**config.mk**
```make
export PLATFORM = sky130hd
export DESIGN_NAME = pipelined_datapath
export DESIGN_NICKNAME = d
export VERILOG_FILES = /design/src/rtl/pipelined_datapath_pkg.sv /design/src/rtl/pipelined_datapath_reg_file.sv /design/src/rtl/pipelined_datapath.sv
export SDC_FILE = /design/constraint.sdc
export NUM_CORES = 2
export LEC_CHECK = 0
export CORE_MARGIN = 2
export CORE_UTILIZATION = 30
export CTS_CLUSTER_DIAMETER = 150
export DETAILED_ROUTE_END_ITERATION = 10
export PLACE_DENSITY = 0.48
export SETUP_SLACK_MARGIN = 0.3
export SLEW_MARGIN = 20
export SYNTH_ARGS = -nofsm -noshare
export SYNTH_HDL_FRONTEND = slang
export SYNTH_HIERARCHICAL = 1
export SYNTH_MEMORY_MAX_BITS = 65536
export SYNTH_SLANG_ARGS = --single-unit
```
**constraint.sdc**
```tcl
create_clock -name clk -period 8.9 [get_ports clk]
set_input_delay 1.78 -clock clk [delete_from_list [all_inputs] [get_ports clk]]
set_output_delay 1.78 -clock clk [all_outputs]
set_load 0.01 [all_outputs]
```
**src/rtl/pipelined_datapath_pkg.sv**
```systemverilog
// Shared types and defaults for the two-stage load/store/ALU datapath.
package pipelined_datapath_pkg;

    localparam int DEF_DATA_W     = 16;
    localparam int DEF_NUM_REGS   = 16;
    localparam int DEF_DMEM_DEPTH = 256;

    typedef enum logic [1:0] {
        OP_NOP   = 2'd0,
        OP_LOAD  = 2'd1,
        OP_STORE = 2'd2,
        OP_ALU   = 2'd3
    } op_kind_e;

    typedef enum logic [2:0] {
        ALU_ZERO = 3'd0,
        ALU_ADD  = 3'd1,
        ALU_SUB  = 3'd2,
        ALU_XOR  = 3'd3,
        ALU_OR   = 3'd4,
        ALU_AND  = 3'd5,
        ALU_INC  = 3'd6,
        ALU_PASS = 3'd7
    } alu_sel_e;

    typedef enum logic {
        ST_CLEAR = 1'b0,
        ST_RUN   = 1'b1
    } state_e;

endpackage

```
**src/rtl/pipelined_datapath_reg_file.sv**
```systemverilog
// Register file: two combinational read ports, one synchronous write port.
module reg_file
    import pipelined_datapath_pkg::*;
#(
    parameter int  DATA_W   = DEF_DATA_W,
    parameter int  NUM_REGS = DEF_NUM_REGS,
    localparam int RA_W     = $clog2(NUM_REGS)
) (
    input  logic              clk,
    input  logic              we,
    input  logic [RA_W-1:0]   wa,
    input  logic [DATA_W-1:0] wd,
    input  logic [RA_W-1:0]   ra,
    input  logic [RA_W-1:0]   rb,
    output logic [DATA_W-1:0] rd_a,
    output logic [DATA_W-1:0] rd_b
);

    logic [DATA_W-1:0] regs [NUM_REGS];

    // Storage is not reset; the top sweeps zeros in after reset.
    always_ff @(posedge clk) begin
        if (we) regs[wa] <= wd;
    end

    assign rd_a = regs[ra];
    assign rd_b = regs[rb];

endmodule

```
**src/rtl/pipelined_datapath.sv**
```systemverilog
// Two-stage datapath: accept edge captures operands into EX, next edge commits
// the register or memory write. Clears the register file after every reset.
module pipelined_datapath
    import pipelined_datapath_pkg::*;
#(
    parameter int  DATA_W     = DEF_DATA_W,
    parameter int  NUM_REGS   = DEF_NUM_REGS,
    parameter int  DMEM_DEPTH = DEF_DMEM_DEPTH,
    localparam int RA_W       = $clog2(NUM_REGS),
    localparam int DA_W       = $clog2(DMEM_DEPTH)
) (
    input  logic              clk,
    input  logic              rst,
    input  logic              op_valid,
    output logic              op_ready,
    input  logic [1:0]        op_kind,
    input  logic [2:0]        alu_sel,
    input  logic [DA_W-1:0]   d_addr,
    input  logic [RA_W-1:0]   w_addr,
    input  logic [RA_W-1:0]   ra_addr,
    input  logic [RA_W-1:0]   rb_addr,
    output logic [DATA_W-1:0] alu_a,
    output logic [DATA_W-1:0] alu_b,
    output logic [DATA_W-1:0] alu_out,
    output logic              wb_valid,
    output logic [RA_W-1:0]   wb_addr,
    output logic [DATA_W-1:0] wb_data
);

    typedef struct packed {
        op_kind_e        kind;
        alu_sel_e        sel;
        logic [RA_W-1:0] wa;
        logic [DA_W-1:0] da;
    } ex_t;

    state_e            state;
    logic [RA_W-1:0]   clr_cnt;
    ex_t               ex;
    logic              accept;
    logic [DATA_W-1:0] rf_a, rf_b, fwd_a, fwd_b;
    logic [DATA_W-1:0] mem_q;
    logic [DATA_W-1:0] mem [DMEM_DEPTH];
    logic              rf_we;
    logic [RA_W-1:0]   rf_wa;
    logic [DATA_W-1:0] rf_wd;

    assign accept = op_valid & op_ready;

    assign wb_valid = (ex.kind == OP_LOAD) || (ex.kind == OP_ALU);
    assign wb_addr  = ex.wa;
    assign wb_data  = (ex.kind == OP_LOAD) ? mem_q : alu_out;

    // The EX write lands on the same edge the next op samples the file.
    assign fwd_a = (wb_valid && wb_addr == ra_addr) ? wb_data : rf_a;
    assign fwd_b = (wb_valid && wb_addr == rb_addr) ? wb_data : rf_b;

    assign rf_we = (state == ST_CLEAR) || wb_valid;
    assign rf_wa = (state == ST_CLEAR) ? clr_cnt : wb_addr;
    assign rf_wd = (state == ST_CLEAR) ? '0 : wb_data;

    reg_file #(
        .DATA_W   (DATA_W),
        .NUM_REGS (NUM_REGS)
    ) u_rf (
        .clk  (clk),
        .we   (rf_we),
        .wa   (rf_wa),
        .wd   (rf_wd),
        .ra   (ra_addr),
        .rb   (rb_addr),
        .rd_a (rf_a),
        .rd_b (rf_b)
    );

    always_comb begin
        alu_out = '0;
        case (ex.sel)
            ALU_ZERO: alu_out = '0;
            ALU_ADD:  alu_out = alu_a + alu_b;
            ALU_SUB:  alu_out = alu_a - alu_b;
            ALU_XOR:  alu_out = alu_a ^ alu_b;
            ALU_OR:   alu_out = alu_a | alu_b;
            ALU_AND:  alu_out = alu_a & alu_b;
            ALU_INC:  alu_out = alu_a + DATA_W'(1);
            ALU_PASS: alu_out = alu_a;
            default:  alu_out = '0;
        endcase
    end

    always_ff @(posedge clk or posedge rst) begin
        if (rst) begin
            state    <= ST_CLEAR;
            clr_cnt  <= '0;
            op_ready <= 1'b0;
            ex       <= '{kind: OP_NOP, sel: ALU_ZERO, wa: '0, da: '0};
            alu_a    <= '0;
            alu_b    <= '0;
        end else begin
            case (state)
                ST_CLEAR: begin
                    clr_cnt <= clr_cnt + RA_W'(1);
                    if (clr_cnt == RA_W'(NUM_REGS - 1)) begin
                        state    <= ST_RUN;
                        op_ready <= 1'b1;
                    end
                end
                ST_RUN: begin
                    if (accept) begin
                        ex    <= '{kind: op_kind_e'(op_kind), sel: alu_sel_e'(alu_sel),
                                   wa: w_addr, da: d_addr};
                        alu_a <= fwd_a;
                        alu_b <= fwd_b;
                    end else begin
                        // Bubble: operands and select hold so alu_out is stable.
                        ex.kind <= OP_NOP;
                    end
                end
                default: state <= ST_CLEAR;
            endcase
        end
    end

    // Memory is left unreset so it maps onto block RAM; reads are write-first.
    always_ff @(posedge clk) begin
        if (ex.kind == OP_STORE) mem[ex.da] <= alu_a;
        if (accept)
            mem_q <= (ex.kind == OP_STORE && ex.da == d_addr) ? alu_a : mem[d_addr];
    end

endmodule

```
==> summary.md <==
| Metric | Value |
|---|---|
| Sequential cell area fraction in the yosys report | 0.758 |
| WL/cell | 32.0 um |
| Worst EP required | 7.12 ns |
| Synth async-reset ratio | 0.0124 |
| Core ar. | 0.581 mm2 |
| Share of the synthesized area in the top cell type | 0.750 |
| Initial drt markers | 11,500 |
| Post-layout min period | 8.12 ns |
| WHS Path Cells | 1 |
| EDFF count, synth | 4,368 |
| Hold_buf cts | 0 |
| Endpoint, Worst Hold | clr_cnt[2] |
| Initial antenna violation count | 37 |
| Post-detail-place hpwl | around 330,000 um |
| Worst Min Path Start | clr_cnt[2] |
| Share of layout cells above drive strength 1 | 0.279 |
| Slew Limit Fails | 0 |
| CTS tree | built |
| Leak | 63.1 nW |
| Post-CTS setup buffers | 0 |
| DRC violations left | 0 |
| Max Root-Sink Buffers | 4 |
| Worst path top cell family by delay | simple AND/OR/NAND/NOR gates |
| Post-synthesis compound-gate area fraction | 0.0262 |
| MaxCap Viol Count | 0 |
| Hold Crit Class | register to register |
| Biggest cell delay along the critical path | between 0.7 and 0.8 ns |
| Adder-Cell Fraction of Synth Area | 0.00383 |
| Pwr per Cell Area | 229 mW/mm2 |
| DIE WIDTH | 768 um |
| Grt total ovfl | 0 |
| Fin cells | around 17,000 |
| Unique masters post-synth | 70 |
| Setup_tns | 0 ns |
| Setup-failing EPs final | 0 |
| Largest net degree at the start of global routing | 150 |
| Final period util | 0.912 |
| Starting density of the core | 0.301 |
| Arrival @ worst endpoint | 6.34 ns |
| Final Hold Slack | 0.500 ns |
| Fin util | 0.348 |
| Crit Reg-Reg Startpoint | ex[13] |
| #FFs+latches synth | 4,423 |
| Cell chain of the critical path | nor2b_2 -> nand2b_1 -> o31ai_1 -> ha_1 -> nor2b_1 -> o21ai_0 -> a21oi_1 -> nor3b_1 -> o21ai_0 -> xor2_1 -> a21oi_1 -> nor2_1 -> clkdlybuf4s50_1 |
| Via density | 5.23 |
| Clock skew | 0.0947 ns |
| # placed instances | 16,100 |
| Slowest-stage cell, CP | dfrtp_1 |
| Worst IR Drop VDD | 181 uV |
| Critical path type | register to output port |
| Slew headroom | 0.201 |
| Chip height | 768 um |
| Synth area leader | edfxtp_1 |
| Flop2flop setup slack | roughly 3.5 ns |
| Routed Antenna Nets | 0 |
| Critical path startpoint category | register |
| Clock-pin slew on the worst setup and hold paths | 0.06 ns |
| Post-synth net total | ~8,400 |
| Post-Syn Area | ~0.17 mm2 |
| Placer Congestion | 0.867 |
| Status | completed |
| Synth Instances | 8,295 |
| Post-CTS sizing | 0 |
| Most common cell in the synthesized netlist | edfxtp_1 |
| Fillers | 53,800 |
| Synth Area in Simple Gates | 0.0245 |
| First-pass GRT wire length | 744,000 um |
| Max Fanout on Critical Path | 17 |
| Synth-to-Final Area Change | 15.6% |
| Total Die Area | between 0.5 and 0.6 mm2 |
| Clock latency at the later pin of the worst-skew pair | 1.05 ns |
| CTS Buf Count | around 460 |
| Pre-Repair DR Iteration Count | 8 |
| Ranking of synthesized cells by area | edfxtp_1 75%, mux4_2 15%, mux2i_1 1.3%, nor2_1 1.3%, dfrtp_1 0.79% |
| Synth warn | 6 |
| Critical path buffer and inverter count | 1 |
| Max Clock Freq | 0.123 GHz |
| Syn_area_per_cell | ~21 um2 |
| Worst-Margin Slew | 1.20 ns |
| Final hold vios | 0 |
| Post-synth top flop | edfxtp_1 |
| FF-to-FF End | u_rf/regs[7][10] |
| Multi-input gate area | 0.0404 mm2 |
| GRT Total Usage | 0.179 |
| Row count | 280 |
| Unrepaired setup endpoints after global routing | no |
| Nets | roughly 8,900 |
| Reg area | 0.133 mm2 |
| Largest family of logic cells by synthesized area | multiplexers |
| Buffers on Ports | 97 |
| # clock sinks | 4,423 |
| Vias post-DR | 88,600 |
| Post-Synth XOR/XNOR Area | 0.00165 |
| Clock root cell | clkbuf_16 |
| Drt total wl | 542,000 um |
| Io pins | between 90 and 100 |
| Multiplexer share of the synthesized area | 0.170 |
| Vias in the first global route | about 89,000 |
| CP Capture Type | output port |
| Commonest cells in the synthesized netlist | 4,368 x edfxtp_1, 1,128 x mux4_2, 596 x nor2_1 |
| H-tree depth | 5 |
| R2R depth | 13 |
[cells in the final DEF, fill, tap and decap left out, drive strengths merged, types with 40 or more instances in the layout]
cell	n
clkinv	228
clkbuf	573
mux4	1154
nor3	40
ha	52
dfrtp	55
mux2i	234
inv	60
nand2	194
nor2	596
o22ai	86
a211oi	60
mux2	122
nand3	58
clkdlybuf4s50	87
a21oi	156
o21ai	142
o221ai	82
buf	450
a22oi	69
edfxtp	4368
[kinds of logic (layout without fill, tap and decap cells)]
group / Yosys count / count (layout)
XOR/XNOR: 33 / 33
other: 0 / 11
flip-flops: 4423 / 4423
buffers and inverters: 556 / 1443
AND/OR/NAND/NOR: 1020 / 1020
adder cells (fa/ha/maj): 53 / 53
AO/OA/AOI/OAI: 700 / 700
multiplexers: 1510 / 1510
[flip-flops by register name, indices dropped and copies added (netlist names), 4 cells and up]
name       cells
alu_b         16
mem         4096
ex            13
wb_addr        4
alu_a         16
clr_cnt        4
u_rf/regs    256
mem_q         16
[worst max-delay path by stage]
| stage | start | endpoint | slack, ns | cells after the start |
|---|---|---|---|---|
| 2_1_floorplan | alu_a[1] | wb_data[14] | 1.46 | 10 |
| 3_3_place_gp | ex[13] | wb_data[10] | 1.62 | 13 |
| 3_5_place_dp | ex[13] | wb_data[10] | 1.74 | 13 |
| 4_1_cts | ex[13] | wb_data[10] | 0.58 | 13 |
| 5_1_grt | ex[13] | wb_data[10] | 0.47 | 13 |
| 6_report | ex[13] | wb_data[10] | 0.78 | 13 |
[final cells by class]
cell class,count,share of cell area
inverters,51,0.000947
clock buffers,573,0.0600
flip-flops and latches,4423,0.656
repair buffers,537,0.0229
clock inverters,282,0.0123
well taps,7755,0.0480
multi-input cells,3316,0.200
diodes,11,0.000136
[worst register-to-register path: stages, from the launching register on]
cell	delay [ns]
dfrtp_1	0.73
nor2b_2	0.68
nand2b_1	0.38
o31ai_1	0.34
ha_1	0.33
nor2b_1	0.16
o21ai_0	0.26
a21oi_1	0.15
nor3b_1	0.56
o21ai_0	0.26
xor2_1	0.20
a21oi_1	0.57
nor3_1	0.21
buf_4	0.25
[per-layer routing]
metal	wire length (um)	global-route usage	vias up
li1	-	-	35800
met1	235000	0.251	48700
met2	252000	0.284	3426
met3	38000	0.0321	752
met4	16700	0.0508	2
met5	13	0	-
[report_power, final]
group | leakage (nW) | switching, mW | internal [mW] | total [mW]
clock network | 7.12 | 8.24 | 10.6 | 18.8
registers | 40.3 | 0.200 | 23.6 | 23.8
logic | 15.7 | 2.67 | 1.05 | 3.72
[metrics by stage]
step / setup slack [ns] / total power [mW] / area [um2]
6_report: 0.783 / 46.4 / 202000
5_1_grt: 0.472 / 47.7 / 202000
4_1_cts: 0.580 / 46.8 / 202000
3_5_place_dp: 1.74 / 28.0 / 187000
3_3_place_gp: 1.62 / 27.9 / 187000
2_1_floorplan: 1.46 / 26.2 / 175000
(Power assumes the default switching activity.)
